`config.mk`:
```
export PLATFORM = sky130hd
export DESIGN_NAME = multi_timed_counter
export DESIGN_NICKNAME = d
export VERILOG_FILES = /design/src/rtl/timed_counter_pkg.sv /design/src/rtl/timed_counter_chan.sv /design/src/rtl/multi_timed_counter.sv
export SDC_FILE = /design/constraint.sdc
export NUM_CORES = 1
export LEC_CHECK = 0
export CAP_MARGIN = 20
export CORE_UTILIZATION = 35
export CTS_CLUSTER_DIAMETER = 50
export DETAILED_ROUTE_END_ITERATION = 10
export PLACE_DENSITY_LB_ADDON = 0.12
export SLEW_MARGIN = 20
export SYNTH_ARGS = -nofsm -noshare
export SYNTH_HDL_FRONTEND = slang
export SYNTH_SLANG_ARGS = --single-unit
```
`constraint.sdc`:
```
create_clock -name clk -period 11 [get_ports clk]
set_input_delay 1.65 -clock clk [delete_from_list [all_inputs] [get_ports clk]]
set_output_delay 1.65 -clock clk [all_outputs]
set_load 0.005 [all_outputs]
```
`src/rtl/timed_counter_pkg.sv`:
```
// rtl/timed_counter_pkg.sv - shared types, mode constants and saturating add for the timed counters
package timed_counter_pkg;

    typedef enum logic {
        ST_RUN  = 1'b0,
        ST_HOLD = 1'b1
    } state_t;

    localparam string MODE_NORMAL = "NORMAL";
    localparam string MODE_ACK    = "ACKNOWLEDGE";
    localparam string PIPE_TRUE   = "TRUE";

    // Returns {overflow, sum}; only the low w bits of the sum are meaningful (w <= 32).
    function automatic logic [32:0] sat_add(input logic [31:0] acc, input logic inc,
                                            input int unsigned w);
        logic [31:0] max_val;
        max_val = 32'hFFFF_FFFF >> (32 - w);
        if (inc && (acc == max_val)) begin
            return {1'b1, acc};
        end
        return {1'b0, acc + {31'd0, inc}};
    endfunction

endpackage

```
`src/rtl/timed_counter_chan.sv`:
```
// rtl/timed_counter_chan.sv - one saturating event counter channel with sticky flag and snapshot
module timed_counter_chan
    import timed_counter_pkg::*;
#(
    parameter int CNT_W = 16
) (
    input  logic             clk,
    input  logic             rst,
    input  logic             inc,
    input  logic             clr,
    input  logic             snap,
    output logic [CNT_W-1:0] count,
    output logic             sat_out
);

    logic [CNT_W-1:0] acc;
    logic             sat;
    logic [32:0]      add_res;
    logic [CNT_W-1:0] sum;
    logic             ovf;

    always_comb begin
        add_res = sat_add(32'(acc), inc, unsigned'(CNT_W));
        sum     = add_res[CNT_W-1:0];
        ovf     = add_res[32];
    end

    // The terminal cycle's own increment is folded into the snapshot.
    always_ff @(posedge clk or posedge rst) begin
        if (rst) begin
            acc     <= '0;
            sat     <= 1'b0;
            count   <= '0;
            sat_out <= 1'b0;
        end else if (snap) begin
            count   <= sum;
            sat_out <= sat | ovf;
            acc     <= '0;
            sat     <= 1'b0;
        end else if (clr) begin
            acc <= '0;
            sat <= 1'b0;
        end else begin
            acc <= sum;
            sat <= sat | ovf;
        end
    end

endmodule

```
`src/rtl/multi_timed_counter.sv`:
```
// rtl/multi_timed_counter.sv - NCHAN event counters snapshotted together by one interval timer
module multi_timed_counter
    import timed_counter_pkg::*;
#(
    parameter int    NCHAN             = 4,
    parameter int    CNT_W             = 16,
    parameter int    INTERVAL_W        = 24,
    parameter int    DEFAULT_INTERVAL  = 0,
    parameter string MODE              = "NORMAL",
    parameter string COUNT_IN_PIPELINE = "TRUE"
) (
    input  logic                   clk,
    input  logic                   rst,
    input  logic [NCHAN-1:0]       count_in,
    input  logic [INTERVAL_W-1:0]  interval_in,
    input  logic                   interval_load,
    input  logic                   ack,
    output logic [NCHAN*CNT_W-1:0] count_out,
    output logic [NCHAN-1:0]       count_sat,
    output logic                   count_out_valid
);

    localparam bit ACK_MODE = (MODE == MODE_ACK);

    logic [INTERVAL_W-1:0] interval_reg;
    logic [INTERVAL_W-1:0] timer;
    state_t                state;
    logic [NCHAN-1:0]      cin;
    logic [NCHAN-1:0]      inc;
    logic                  terminal;
    logic                  snap;

    generate
        if (COUNT_IN_PIPELINE == PIPE_TRUE) begin : g_pipe
            logic [NCHAN-1:0] cin_q;
            always_ff @(posedge clk or posedge rst) begin
                if (rst) cin_q <= '0;
                else     cin_q <= count_in;
            end
            assign cin = cin_q;
        end else begin : g_nopipe
            assign cin = count_in;
        end
    endgenerate

    // Interval 0 falls out naturally: timer+1 wraps to 0 after 2^INTERVAL_W cycles.
    assign terminal = (state == ST_RUN) && ((timer + INTERVAL_W'(1)) == interval_reg);
    assign snap     = terminal && !interval_load;
    assign inc      = cin & {NCHAN{state == ST_RUN}};

    always_ff @(posedge clk or posedge rst) begin
        if (rst) begin
            interval_reg    <= INTERVAL_W'(DEFAULT_INTERVAL);
            timer           <= '0;
            state           <= ST_RUN;
            count_out_valid <= 1'b0;
        end else if (interval_load) begin
            interval_reg    <= interval_in;
            timer           <= '0;
            state           <= ST_RUN;
            count_out_valid <= 1'b0;
        end else if (snap) begin
            timer           <= '0;
            count_out_valid <= 1'b1;
            if (ACK_MODE) state <= ST_HOLD;
        end else if (state == ST_RUN) begin
            timer           <= timer + INTERVAL_W'(1);
            count_out_valid <= 1'b0;
        end else if (ack) begin
            count_out_valid <= 1'b0;
            state           <= ST_RUN;
        end
    end

    genvar i;
    generate
        for (i = 0; i < NCHAN; i++) begin : g_chan
            timed_counter_chan #(
                .CNT_W(CNT_W)
            ) u_chan (
                .clk     (clk),
                .rst     (rst),
                .inc     (inc[i]),
                .clr     (interval_load),
                .snap    (snap),
                .count   (count_out[i*CNT_W +: CNT_W]),
                .sat_out (count_sat[i])
            );
        end
    endgenerate

endmodule

```
==> metrics.yaml, run 1 <==
final_layout:
  multi_input_area_um2: 4319
  diodes: 0
  syn_to_final_growth_pct: 18.54
  fill_cells: 2640
  top_regs: "g_chan.u_chan.acc x64, g_chan.u_chan.count x64"
  regArea_um2: 4755
  drive_gt1_share_pct: 9.193
  layout.nets: 1007
placement:
  post-place-ws_ps: 5638
  gp_congestion: 0.8655
  io_buffers: 100
  post-dp-hpwl_um: 13560
logic_synthesis:
  async_flop_share_pct: 100.0
  yosysMostFrequentCell: "dfrtp_1"
  yosys-top-cells-area: "dfrtp_1, xnor2_1, mux2_2, mux2_1, nor2b_1"
  synth_cells: 896
  ys_ff_latch: 190
  ys_types: 62
  yosys_warnings: 0
  syn-num-nets: 937
  synth_top_area_share_pct: 49.86
  synth.cell_area_um2: 9537
  netlist_top_cells_count: "dfrtp_1, nand2_1, nor2_1"
  synthFlopType: "dfrtp_1"
  synth_top_cell_by_area: "dfrtp_1"
  synth.avg_cell_area_um2: 10.64
  yosysSeqAreaShare_pct: 49.86
  synth_edf_count: 0
cts:
  cts_root_buffer: "clkbuf_16"
  ctsLongestPathBuffers: 2
  htree_levels: 4
  insertion_delay_ps: 440
  cts.sinks: 190
  clkTransAtPathRegs_ps: 80
  ctsResizeCount: 0
  tritoncts: "yes"
  cts-buffers-inserted: 17
  cts-hold-fix-buffers: 0
  post-cts-setup-buffer-count: 0
flow_run:
  drv_cap: 0
worst_setup_path:
  cp-end-kind: "flop"
  start_kind: "primary input"
  arrival_ps: 5120
  cp_max_fo: 58
  cp_data_required_time_ps: 11300
  path_class: "in2reg"
global_route:
  grtUsageTotal_pct: 15.86
  gr-total-overflow: 0
  grt_pass1_vias: 6640
  antenna_found_initial: 0
  grt_max_degree: 124
  grt_pass1_wl_um: 35420
route:
  drtIter0Drc: 379
  drt_wl_total_um: 20750
  dr_wl_met3_um: 580
  route.met2.wl_um: 9656
  wl_met1_um: 10400
  firstDrtPassIters: 4
  highest_layer: "met4"
  drcViolationCount: 0
  viasPerCell: 5.026
  vias: 6634
  routedWlPerCell_um: 15.72
  detail-route-antenna-nets: 0
sta:
  hold_violations: 0
  hold-worst-slack_ps: 491.8
  finalSetupViolCount: 0
  finClkSkew_ps: 17.06
  grt_setup_unrepaired: "false"
  worstMarginPinSlew_ps: 1049
  max_freq_mhz: 207.7
  slew_violations: 0
  slew_headroom_pct: 30.09
  fin_setup_tns_ps: 0
  layout_setup_ws_ps: 6185
  fin_crit_ps: 4815
  min_period_over_period_pct: 43.77
floorplanning:
  ioPinCount: 101
  initial_core_util_pct: 35.48
  die_x_um: 167.1
  die_y_um: 167.1
  coreArea_um2: 26880
  rows: 60
  dieArea_um2: 27910
worst_hold_path:
  min_path_type: "reg2reg"
pwr:
  switching_share_pct: 26.01
  irDropWorstVdd_mv: 0.1022
  power.net_switching_mw: 0.3715
  internal_power_mw: 1.057
  power-per-cell-area_nw_per_um2: 126.4
  comb_power_share_pct: 5.8
  sequentialPowerShare_pct: 50.7
  clock_power_share_pct: 43.5
  power_leakage_nw: 4.803
outcome:
  outcome: "complete, no violations"
[cell usage in the layout, fill, tap and decap left out, types with 7 or more instances in the layout]
cell,count
nand4_1,31
nand2_1,61
o211ai_1,8
mux2_2,37
and4_1,9
nor2_1,55
nor2b_1,50
inv_1,42
dfrtp_1,190
ha_1,9
o22ai_1,12
and3_1,7
mux2_1,29
clkbuf_16,17
o21ai_0,12
a21oi_1,18
mux2i_1,25
nor4_1,11
clkdlybuf4s50_1,99
xor2_1,33
xnor2_1,50
nor3_1,19
or4_1,13
nand2b_1,10
nand3_1,29
[cell families after synthesis]
group / Yosys count / synth area share, %
AO/OA/AOI/OAI: 95 / 7.006
XOR/XNOR: 83 / 7.623
adder cells (fa/ha/maj): 9 / 1.181
buffers and inverters: 98 / 4.933
flip-flops: 190 / 49.86
multiplexers: 91 / 10.42
AND/OR/NAND/NOR: 330 / 18.98
[per-layer routing]
metal	global-route usage, %	vias up
met5	0	-
met4	3.583	0
met3	3.446	6
met2	24.70	80
met1	22.44	3271
li1	-	3277
[cell type report]
type	count	share of cell area (%)
timing repair buffer	106	9.209
sequential	190	42.06
inverter	43	1.494
clock inverter	14	1.461
tap	341	3.774
multi-input combinational	608	38.21
clock buffer	18	3.796
[power groups by stage]
stage | sequential [mW] | clock, mW | combinational, mW
after global placement | 0.738 | 0 | 0.0854
after floorplan | 0.733 | 0 | 0.0598
after detailed placement | 0.739 | 0 | 0.0846
after CTS | 0.725 | 0.646 | 0.0853
after global routing | 0.727 | 0.677 | 0.0943
final | 0.724 | 0.621 | 0.0828
[per-stage QoR]
| step | cell area, µm² | std cells | power [mW] | util, % |
|---|---|---|---|---|
| 2_1_floorplan | 9537 | 896 | 0.7929 | - |
| 3_3_place_gp | 10710 | 1288 | 0.8238 | 39.85 |
| 3_5_place_dp | 10710 | 1288 | 0.8232 | 39.85 |
| 4_1_cts | 11300 | 1320 | 1.456 | 42.06 |
| 5_1_grt | 11300 | 1320 | 1.498 | 42.06 |
| 6_report | 11300 | 1320 | 1.428 | 42.06 |
[path summary, 6_finish.rpt]
kind	start	to	slack, ps	cells after the start
min in group asynchronous	rst	g_chan[1].u_chan.count[6]$_DFFE_PP0N_	1790	2
max in group asynchronous	rst	g_chan[1].u_chan.acc[3]$_DFF_PP0_	7720	3
worst min register to register	g_chan[0].u_chan.sat$_DFF_PP0_	g_chan[0].u_chan.sat$_DFF_PP0_	490	2
worst max-delay path	interval_load	g_chan[0].u_chan.acc[15]$_DFF_PP0_	6190	9
worst max register to register	timer[0]$_DFFE_PP0P_	g_chan[0].u_chan.acc[15]$_DFF_PP0_	6230	9
worst min-delay path	g_chan[0].u_chan.sat$_DFF_PP0_	g_chan[0].u_chan.sat$_DFF_PP0_	490	2
[worst max-delay path: stages]
cell and delay (ps):
buf_2 90, buf_4 300, nor3_1 280, nand3_1 120, a2111oi_2 390, nand4_2 710, o21bai_4 870, buf_4 530
nor2_1 100
Note: power is estimated with default switching activity, not from simulation.
==> run 2: changes to the inputs <==
Clock period 11 ns to 4.8 ns, I/O delays scaled along.
==> run 2 against run 1 <==
- cell count is 0.38% higher
- non-clock buffer count is 5 higher
- via count hardly changed
- die area stayed put
- combinational power is 140% higher
- worst setup slack worse by 5300 ps
- total power is 130% higher
- worst hold slack worse by 1.5 ps
- register-to-register slack worse by 5300 ps
- critical path type is now reg2reg
==> metrics.yaml, run 2 (same netlist as run 1, synthesis figures left out) <==
sta:
  min_period_over_period_pct: 80.89
  hold-worst-slack_ps: 490.3
  fin_crit_ps: 3883
  layout_setup_ws_ps: 917.1
  slew_headroom_pct: 41.80
  max_freq_mhz: 257.5
  fin_setup_tns_ps: 0
  slew_violations: 0
  worstMarginPinSlew_ps: 871.2
  hold_violations: 0
  grt_setup_unrepaired: "false"
  finalSetupViolCount: 0
  finClkSkew_ps: 17.73
pwr:
  irDropWorstVdd_mv: 0.1919
  total_power_mw: 3.332
  power-per-cell-area_nw_per_um2: 292.6
  power_leakage_nw: 4.842
cts:
  ctsLongestPathBuffers: 2
  clkTransAtPathRegs_ps: 80
  htree_levels: 4
  tritoncts: "yes"
  ctsResizeCount: 0
  insertion_delay_ps: 440
  cts.sinks: 190
  cts-hold-fix-buffers: 0
  cts_root_buffer: "clkbuf_16"
  post-cts-setup-buffer-count: 0
  cts-buffers-inserted: 17
final_layout:
  syn_to_final_growth_pct: 19.43
  final_common_cell: "dfrtp_1"
  diodes: 0
  final_cells: 1325
  layout.nets: 1012
  utilization_pct: 42.38
  final_cell_area_um2: 11390
  top_regs: "g_chan.u_chan.acc x64, g_chan.u_chan.count x64"
  layout_common_cells: "dfrtp_1, clkdlybuf4s50_1, nand2_1, nor2_1"
  drive_gt1_share_pct: 9.756
global_route:
  grt_max_degree: 79
  grtUsageTotal_pct: 16.17
  grt-busiest-layer: "met2"
  use_met2_pct: 25.65
  grt_use_met1_pct: 22.69
  antenna_found_initial: 0
  grt_util_met3_pct: 2.780
  grt_pass1_wl_um: 36360
  gr-total-overflow: 0
  grt_pass1_vias: 6875
floorplanning:
  dieArea_um2: 27910
  rows: 60
  ioPinCount: 101
  coreArea_um2: 26880
  initial_core_util_pct: 35.48
  die_y_um: 167.1
  die_x_um: 167.1
worst_setup_path:
  endpoint: "g_chan[1].u_chan.count[0]$_DFFE_PP0N_"
  arrival_ps: 4200
  cp_max_fo: 36
  cp-end-kind: "flop"
  critPathTopFamily: "simple AND/OR/NAND/NOR gates"
  cp.depth: 9
  critPathBufInv: 1
  crit_slowest_cell: "dfrtp_1"
  regToRegSetupSlack_ps: 920
  r2r-end: "g_chan[1].u_chan.count[0]$_DFFE_PP0N_"
  worstSetupStartpoint: "timer[0]$_DFFE_PP0P_"
  crit_path_cell_trace: "ha_1, and2_0, nand2_1, or3_1, a2111oi_2, nand4_1, nor2_4, buf_4, mux2_1"
  rr_startpoint: "timer[0]$_DFFE_PP0P_"
  rr_worst_depth: 9
  cpPeakStageDelay_ps: 530
  cp_data_required_time_ps: 5110
  start_kind: "flop"
  path_class: "reg2reg"
placement:
  post-place-ws_ps: 852.7
  gp_congestion: 0.8623
  dp_cells: 1293
  post-dp-hpwl_um: 14210
  io_buffers: 100
  dpl-instance-area_um2: 10770
route:
  vias: 6638
  drcViolationCount: 0
  drt_wl_total_um: 21120
  detail-route-antenna-nets: 0
  firstDrtPassIters: 4
  routedWlPerCell_um: 15.94
  viasPerCell: 5.010
  drtIter0Drc: 370
outcome:
  outcome: "complete, no violations"
flow_run:
  drv_cap: 0
worst_hold_path:
  min_path_type: "reg2reg"
## run 2: changes by cell type in the layout (fill, tap and decap cells not counted)
cell and change:
clkinv_2 +1, buf_12 +2, inv_6 +1, inv_8 -3
clkinv_4 -3, clkbuf_1 -1, buf_4 +3, clkinvlp_4 +1
inv_12 +4
## run 2: how the worst min path moves through the flow
| stage | startpoint | to | slack, ps | cells past startpoint |
|---|---|---|---|---|
| finish | g_chan[2].u_chan.sat_out$_DFFE_PP0N_ | g_chan[2].u_chan.sat_out$_DFFE_PP0N_ | 490 | 1 |
| global route | g_chan[3].u_chan.sat_out$_DFFE_PP0N_ | g_chan[3].u_chan.sat_out$_DFFE_PP0N_ | 510 | 1 |
| CTS | count_out_valid$_DFFE_PP0P_ | count_out_valid$_DFFE_PP0P_ | 490 | 1 |
| detailed placement | count_out_valid$_DFFE_PP0P_ | count_out_valid$_DFFE_PP0P_ | 470 | 1 |
| global placement | g_chan[0].u_chan.sat$_DFF_PP0_ | g_chan[0].u_chan.sat$_DFF_PP0_ | 470 | 2 |
| floorplan | g_chan[0].u_chan.sat$_DFF_PP0_ | g_chan[0].u_chan.sat$_DFF_PP0_ | 450 | 2 |
## run 2: metal layers
layer | wire (µm) | part of all wire [%] | vias up
met5 | 0 | 0 | -
met4 | 155 | 0.73 | 0
met3 | 662 | 3.1 | 9
met2 | 9985 | 47 | 103
met1 | 10310 | 49 | 3250
li1 | - | - | 3276
## run 2: layout make-up
class | count | area (µm²)
clock inverters | 15 | 195.2
multi-input cells | 608 | 4319
clock buffers | 17 | 425.4
inverters | 43 | 165.2
flip-flops and latches | 190 | 4755
repair buffers | 111 | 1104
well taps | 341 | 426.7
fillers | 2581 | 15490
## run 2: where the power goes
part / switching [mW] / internal [mW] / total, mW
Clock: 0.752 / 0.724 / 1.48
Sequential: 0.0302 / 1.63 / 1.66
Combinational: 0.106 / 0.0897 / 0.196
